===== src/rtl/tile_shift_sequencer_if.sv =====
// ROM fetch port between the tile shift sequencer (master) and the shared graphics ROM (slave).
interface tile_shift_sequencer_if #(
  parameter int ADDR_W = 14
);
  logic              rom_req;
  logic [ADDR_W-1:0] rom_addr;
  logic              rom_ack;
  logic [7:0]        rom_data;

  modport master (output rom_req, output rom_addr, input rom_ack, input rom_data);
  modport slave  (input rom_req, input rom_addr, output rom_ack, output rom_data);
endinterface


===== src/rtl/tile_shift_sequencer.sv =====
// Tile fetch-and-shift controller: fetches plane bytes per tile column into a double buffer
// and shifts one 8-bit PISO register per plane on every pixel clock enable.
module tile_shift_sequencer #(
  parameter int PLANES = 2,
  parameter int TILES  = 32,
  parameter int ADDR_W = 14
) (
  input  logic                   clk,
  input  logic                   reset,
  input  logic                   pix_ce,
  input  logic                   line_start,
  input  logic [ADDR_W-1:0]      base_addr,
  input  logic                   hflip,
  tile_shift_sequencer_if.master rom,
  output logic [PLANES-1:0]      pix,
  output logic                   active,
  output logic                   underrun
);
  localparam int PW = (PLANES > 1) ? $clog2(PLANES) : 1;
  localparam int TW = $clog2(TILES + 1);
  localparam logic [PW-1:0] LAST_PLANE = PW'(PLANES - 1);
  localparam logic [TW-1:0] TILE_CNT   = TW'(TILES);

  // S_START is the forced one-cycle gap that follows every line_start.
  typedef enum logic [2:0] {S_IDLE, S_START, S_REQ, S_GAP, S_FULL, S_DONE} state_e;
  state_e state_q, state_d;

  logic [ADDR_W-1:0] base_q, base_d;
  logic              hflip_q, hflip_d;
  logic [TW-1:0]     tile_q, tile_d;
  logic [PW-1:0]     plane_q, plane_d;
  logic              buf_valid_q, buf_valid_d;
  logic              active_q, active_d;
  logic              underrun_q, underrun_d;
  logic [2:0]        cnt_q, cnt_d;
  logic [7:0]        fbuf_q [PLANES];
  logic [7:0]        fbuf_d [PLANES];
  logic [7:0]        sh_q   [PLANES];
  logic [7:0]        sh_d   [PLANES];

  logic              ack_hit;
  logic              load_pt;
  logic              consume;
  logic              tiles_left;
  logic [TW-1:0]     tile_inc;
  logic [ADDR_W-1:0] fetch_addr;

  assign ack_hit    = (state_q == S_REQ) && rom.rom_ack;
  assign load_pt    = pix_ce && (active_q ? (cnt_q == 3'd7) : buf_valid_q);
  assign consume    = load_pt && buf_valid_q;
  assign tiles_left = (tile_q < TILE_CNT);
  assign tile_inc   = tile_q + TW'(1);
  assign fetch_addr = base_q + ADDR_W'(tile_q) * ADDR_W'(PLANES) + ADDR_W'(plane_q);

  // NOTE: sequential state uses non-blocking assignments so every register samples pre-edge values.
  always_ff @(posedge clk) begin
    if (reset) state_q <= S_IDLE;
    else       state_q <= state_d;
  end

  // NOTE: every combinational output gets a default first, so no path can infer a latch.
  always_comb begin
    state_d = state_q;
    if (line_start) begin
      state_d = S_START;
    end else begin
      unique case (state_q)
        S_START: state_d = S_REQ;
        S_REQ:   if (ack_hit) state_d = S_GAP;
        S_GAP:   state_d = (plane_q == LAST_PLANE) ? S_FULL : S_REQ;
        S_FULL:  if (consume) state_d = (tile_inc < TILE_CNT) ? S_REQ : S_DONE;
        default: state_d = state_q;
      endcase
    end
  end

  always_comb begin
    rom.rom_req  = 1'b0;
    rom.rom_addr = '0;
    if (state_q == S_REQ) begin
      rom.rom_req  = 1'b1;
      rom.rom_addr = fetch_addr;
    end
  end

  always_comb begin
    base_d      = base_q;
    hflip_d     = hflip_q;
    tile_d      = tile_q;
    plane_d     = plane_q;
    buf_valid_d = buf_valid_q;
    active_d    = active_q;
    underrun_d  = underrun_q;
    cnt_d       = cnt_q;
    fbuf_d      = fbuf_q;
    sh_d        = sh_q;
    if (line_start) begin
      base_d      = base_addr;
      hflip_d     = hflip;
      tile_d      = '0;
      plane_d     = '0;
      buf_valid_d = 1'b0;
      active_d    = 1'b0;
      underrun_d  = 1'b0;
      cnt_d       = '0;
    end else begin
      unique case (state_q)
        S_REQ:  if (ack_hit) fbuf_d[plane_q] = rom.rom_data;
        S_GAP:  if (plane_q == LAST_PLANE) begin
                  buf_valid_d = 1'b1;
                  plane_d     = '0;
                end else begin
                  plane_d = plane_q + PW'(1);
                end
        S_FULL: if (consume) tile_d = tile_inc;
        default: ;
      endcase

      // A missing tile shows as blank pixels and stays queued, so it lands one slot late.
      if (load_pt) begin
        cnt_d = '0;
        if (buf_valid_q) begin
          sh_d        = fbuf_q;
          buf_valid_d = 1'b0;
          active_d    = 1'b1;
        end else if (tiles_left) begin
          sh_d       = '{default: '0};
          underrun_d = 1'b1;
        end else begin
          active_d = 1'b0;
        end
      end else if (active_q && pix_ce) begin
        cnt_d = cnt_q + 3'd1;
        for (int p = 0; p < PLANES; p++)
          sh_d[p] = hflip_q ? (sh_q[p] >> 1) : (sh_q[p] << 1);
      end
    end
  end

  always_ff @(posedge clk) begin
    if (reset) begin
      base_q      <= '0;
      hflip_q     <= 1'b0;
      tile_q      <= '0;
      plane_q     <= '0;
      buf_valid_q <= 1'b0;
      active_q    <= 1'b0;
      underrun_q  <= 1'b0;
      cnt_q       <= '0;
      sh_q        <= '{default: '0};
    end else begin
      base_q      <= base_d;
      hflip_q     <= hflip_d;
      tile_q      <= tile_d;
      plane_q     <= plane_d;
      buf_valid_q <= buf_valid_d;
      active_q    <= active_d;
      underrun_q  <= underrun_d;
      cnt_q       <= cnt_d;
      sh_q        <= sh_d;
    end
  end

  // NOTE: fetch buffer contents are not reset; buf_valid_q alone says whether they mean anything.
  always_ff @(posedge clk) begin
    fbuf_q <= fbuf_d;
  end

  always_comb begin
    pix = '0;
    for (int p = 0; p < PLANES; p++)
      pix[p] = active_q & (hflip_q ? sh_q[p][0] : sh_q[p][7]);
  end

  assign active   = active_q;
  assign underrun = underrun_q;
endmodule


===== src/flat_wrapper.sv =====
// flat-port wrapper written by rule: the top's interface ports become plain ports
module tile_shift_sequencer_flat 
#(
  parameter int PLANES = 2,
  parameter int TILES  = 32,
  parameter int ADDR_W = 14
)
  (clk, reset, pix_ce, line_start, base_addr, hflip, pix, active, underrun, rom_rom_req, rom_rom_addr, rom_rom_ack, rom_rom_data);
  tile_shift_sequencer_if #(.ADDR_W(ADDR_W)) rom_i ();
  input  logic clk;
  input  logic reset;
  input  logic pix_ce;
  input  logic line_start;
  input  logic [ADDR_W-1:0] base_addr;
  input  logic hflip;
  output logic [PLANES-1:0] pix;
  output logic active;
  output logic underrun;
  output wire logic [$bits(rom_i.rom_req)-1:0] rom_rom_req;
  output wire logic [$bits(rom_i.rom_addr)-1:0] rom_rom_addr;
  input wire logic [$bits(rom_i.rom_ack)-1:0] rom_rom_ack;
  input wire logic [$bits(rom_i.rom_data)-1:0] rom_rom_data;
  assign rom_rom_req = rom_i.rom_req;
  assign rom_rom_addr = rom_i.rom_addr;
  assign rom_i.rom_ack = rom_rom_ack;
  assign rom_i.rom_data = rom_rom_data;
  tile_shift_sequencer #(.PLANES(PLANES), .TILES(TILES), .ADDR_W(ADDR_W)) u_core (.clk(clk), .reset(reset), .pix_ce(pix_ce), .line_start(line_start), .base_addr(base_addr), .hflip(hflip), .rom(rom_i), .pix(pix), .active(active), .underrun(underrun));
endmodule

===== config.mk =====
export PLATFORM = sky130hd
export DESIGN_NAME = tile_shift_sequencer_flat
export DESIGN_NICKNAME = d
export VERILOG_FILES = /design/src/rtl/tile_shift_sequencer_if.sv /design/src/rtl/tile_shift_sequencer.sv /design/src/flat_wrapper.sv
export SDC_FILE = /design/constraint.sdc
export NUM_CORES = 1
export LEC_CHECK = 0
export BUFFER_PORTS_ARGS = -buffer_cell sky130_fd_sc_hd__buf_4
export CORE_ASPECT_RATIO = 0.75
export CORE_MARGIN = 2
export CORE_UTILIZATION = 51
export DETAILED_ROUTE_END_ITERATION = 10
export PLACE_DENSITY = 0.75
export SLEW_MARGIN = 20
export SYNTH_ARGS = -nofsm -noshare
export SYNTH_HDL_FRONTEND = slang
export SYNTH_SLANG_ARGS = --single-unit

===== constraint.sdc =====
create_clock -name clk -period 2.2 [get_ports clk]
set_clock_uncertainty 0.05 [all_clocks]
set_input_delay 0.44 -clock clk [delete_from_list [all_inputs] [get_ports clk]]
set_output_delay 0.44 -clock clk [all_outputs]
set_load 0.01 [all_outputs]

==> reports/metrics.cfg <==
[outcome]
outcome=finished with violations
violations=negative setup slack

[clock_network]
root_buffer=clkbuf_8
cts_tree=yes
cts-buffers-inserted=9
holdBufCountCts=0
cts-htree-levels=3
clk_latency_ns=0.35
clk_pin_slew_ns=0.07
cts_max_path_buffers=2
cts_sinks=63

[yosys]
synth_cells=335
ys_warn_count=0
ys_async_sr_fraction_pct=0
ys_ff_latch=63
yosysSeqAreaShare_pct=44.3
ys.flop_type=dfxtp_1
synthesis.nets=374
synth_cell_types=49
syn_avg_cell_area_um2=9.59
netlist_area_um2=3210
synth_edf_count=16

[layout]
layout_common_cells=67 x buf_4, 53 x nor2_1, 34 x dfxtp_1
final_common_cell=buf_4
n_fill_cell=476
area_growth_pct=28.8
regArea_um2=1440
fin_area_um2=4140
diodes=0
multi_input_area_um2=1850
nets=429
drive_gt1_share_pct=35.2

[drt]
viasPerCell=5.83
ant_nets=0
wirelength_mm=7.94
routedWlPerCell_um=16.7
drc=0
drtIter0Drc=190
drt-pass1-iter-count=5
vias=2773

[critical_path]
start_kind=flip-flop
crit_chain=ha_4 -> inv_2 -> fa_2 -> nor2b_4 -> o31ai_4 -> a21oi_2 -> xnor2_1 -> nor2_1 -> buf_4
cp.arrival_ns=2.02
crit_path_max_incr_delay_ns=0.36
setup.worst_path.class=reg2out
crit_fanout=4
cp.required_ns=1.71
worstSetupEndpointType=primary output
crit_path_top_delay_cell=dfxtp_2

[timing]
drv_slew=0
setup_slack_ns=-0.309
grt_setup_unrepaired=true
period_share_pct=114
period_needed_ns=2.51
setup_viol=11
fmax_mhz=399
hold_ws_ns=0.223
hold_violations=0
slew_headroom_pct=64.4
worst_slew_pin_slew_ns=0.533

[power_and_ir_drop]
vdd_drop_max_v=0.000419
power.leakage_nw=1.61
power_density_nw_per_um2=604

[floorplan]
placementRows=25
ios=47
die_h_um=72.7
start_util_pct=51.9
coreArea_um2=6190
die_w_um=95.6
die_area_um2=6960

[global_route]
grt_max_degree=34
track_usage_pct=23.6
grt_pass1_wl_mm=12.5
gr-total-overflow=0
first_global_vias=2487
antenna_found_initial=0

[worst_hold_path]
hold_path.class=in2reg

[place]
hpwlAfterDp_mm=5.38
placement.io_buffers=46
placed_area_um2=3730
gp_congestion=0.869

[flow_run]
maxCapViolations=0

-- synthesized netlist by cell type, types with 4 or more instances --
master,instances,area [um^2]
a21oi_1,12,60.1
a221oi_1,14,123
a31oi_1,4,25.0
a32oi_1,4,35.0
buf_2,8,40.0
clkbuf_1,13,48.8
dfxtp_1,47,941
edfxtp_1,16,480
ha_1,10,125
inv_1,6,22.5
mux2_2,12,135
mux2i_1,21,210
nand2_1,12,45.0
nand3_1,6,30.0
nand4_1,4,25.0
nor2_1,55,206
nor2b_1,9,56.3
nor3_1,21,105
nor4_1,6,37.5
o211ai_1,4,30.0
xnor2_1,7,61.3
xor2_1,8,70.1
-- kinds of logic after synthesis --
| logic type | synth area share (%) |
|---|---|
| adders and majority gates | 4.52 |
| buffers and inverters | 3.93 |
| AOI/OAI and AO/OA | 12.4 |
| muxes | 10.8 |
| and+or+nand+nor | 20.0 |
| DFF | 44.3 |
| xor gates and xnor gates | 4.09 |
-- sequential cells by signal, summed over array words and instances (netlist names) --
name,count
u_core.active,1
u_core.tile_q,6
u_core.base_q,14
u_core.cnt_q,3
u_core.fbuf_q,16
u_core.underrun,1
u_core.plane_q,1
u_core.sh_q,16
u_core.state_q,3
u_core.hflip_q,1
u_core.buf_valid_q,1
-- power by group --
group | leakage (nW) | internal, W | switching [W] | total, W
logic | 0.978 | 0.0000918 | 0.0000854 | 0.000177
clock network | 0.102 | 0.000633 | 0.000458 | 0.00109
registers | 0.531 | 0.00121 | 0.0000231 | 0.00123
total | 1.61 | 0.00193 | 0.000566 | 0.00250
-- cell type report --
cell class              count  area share (%)
clock buffers              10            3.08
clock inverters             6            2.06
inverters                   6           0.544
multi-input cells         242            44.7
flip-flops and latches     63            34.7
well taps                  81            2.45
repair buffers             68            12.4
-- timing repair --
| item | in CTS | in global routing |
|---|---|---|
| resized for setup | 21 | 27 |
| buffers inserted | 0 | 0 |
| setup endpoints to repair | 12 | 26 |
| pin swaps | 6 | 12 |
-- per-layer routing --
metal,wire [um],track usage [%],up-vias
li1,-,-,1335
met1,3850,34.7,1324
met2,3480,34.0,103
met3,501,7.23,11
met4,104,5.24,0
met5,0,0,-
-- worst max-delay path, delay by kind of cell, from the launching register on --
kind	cells	cell delay (ns)
compound gates	2	0.26
fa+ha+maj	2	0.51
buf+inv	2	0.18
xor+xnor	1	0.14
simple gates	2	0.23
flops	1	0.36
-- worst paths after layout --
check / start / to / slack (ns) / cells after the start
max: u_core.base_q[0] / rom_rom_addr[10] / -0.31 / 9
min: rom_rom_data[4] / u_core.fbuf_q[12] / 0.22 / 1
max reg2reg: u_core.cnt_q[0] / u_core.sh_q[9] / 0.18 / 8
min reg2reg: u_core.underrun / u_core.underrun / 0.43 / 2
-- metrics by stage --
step	total power (W)	TNS (ns)	cells	worst slack [ns]	util (%)
floorplan	0.00134	0	335	0.0588	-
global placement	0.00141	-0.145	461	-0.0713	60.3
detailed placement	0.00141	-0.287	461	-0.0860	60.3
CTS	0.00249	-2.64	476	-0.314	65.1
global route	0.00258	-3.52	476	-0.407	66.8
finish	0.00250	-2.55	476	-0.309	66.8
No activity file was read; power rests on OpenSTA's default activity.
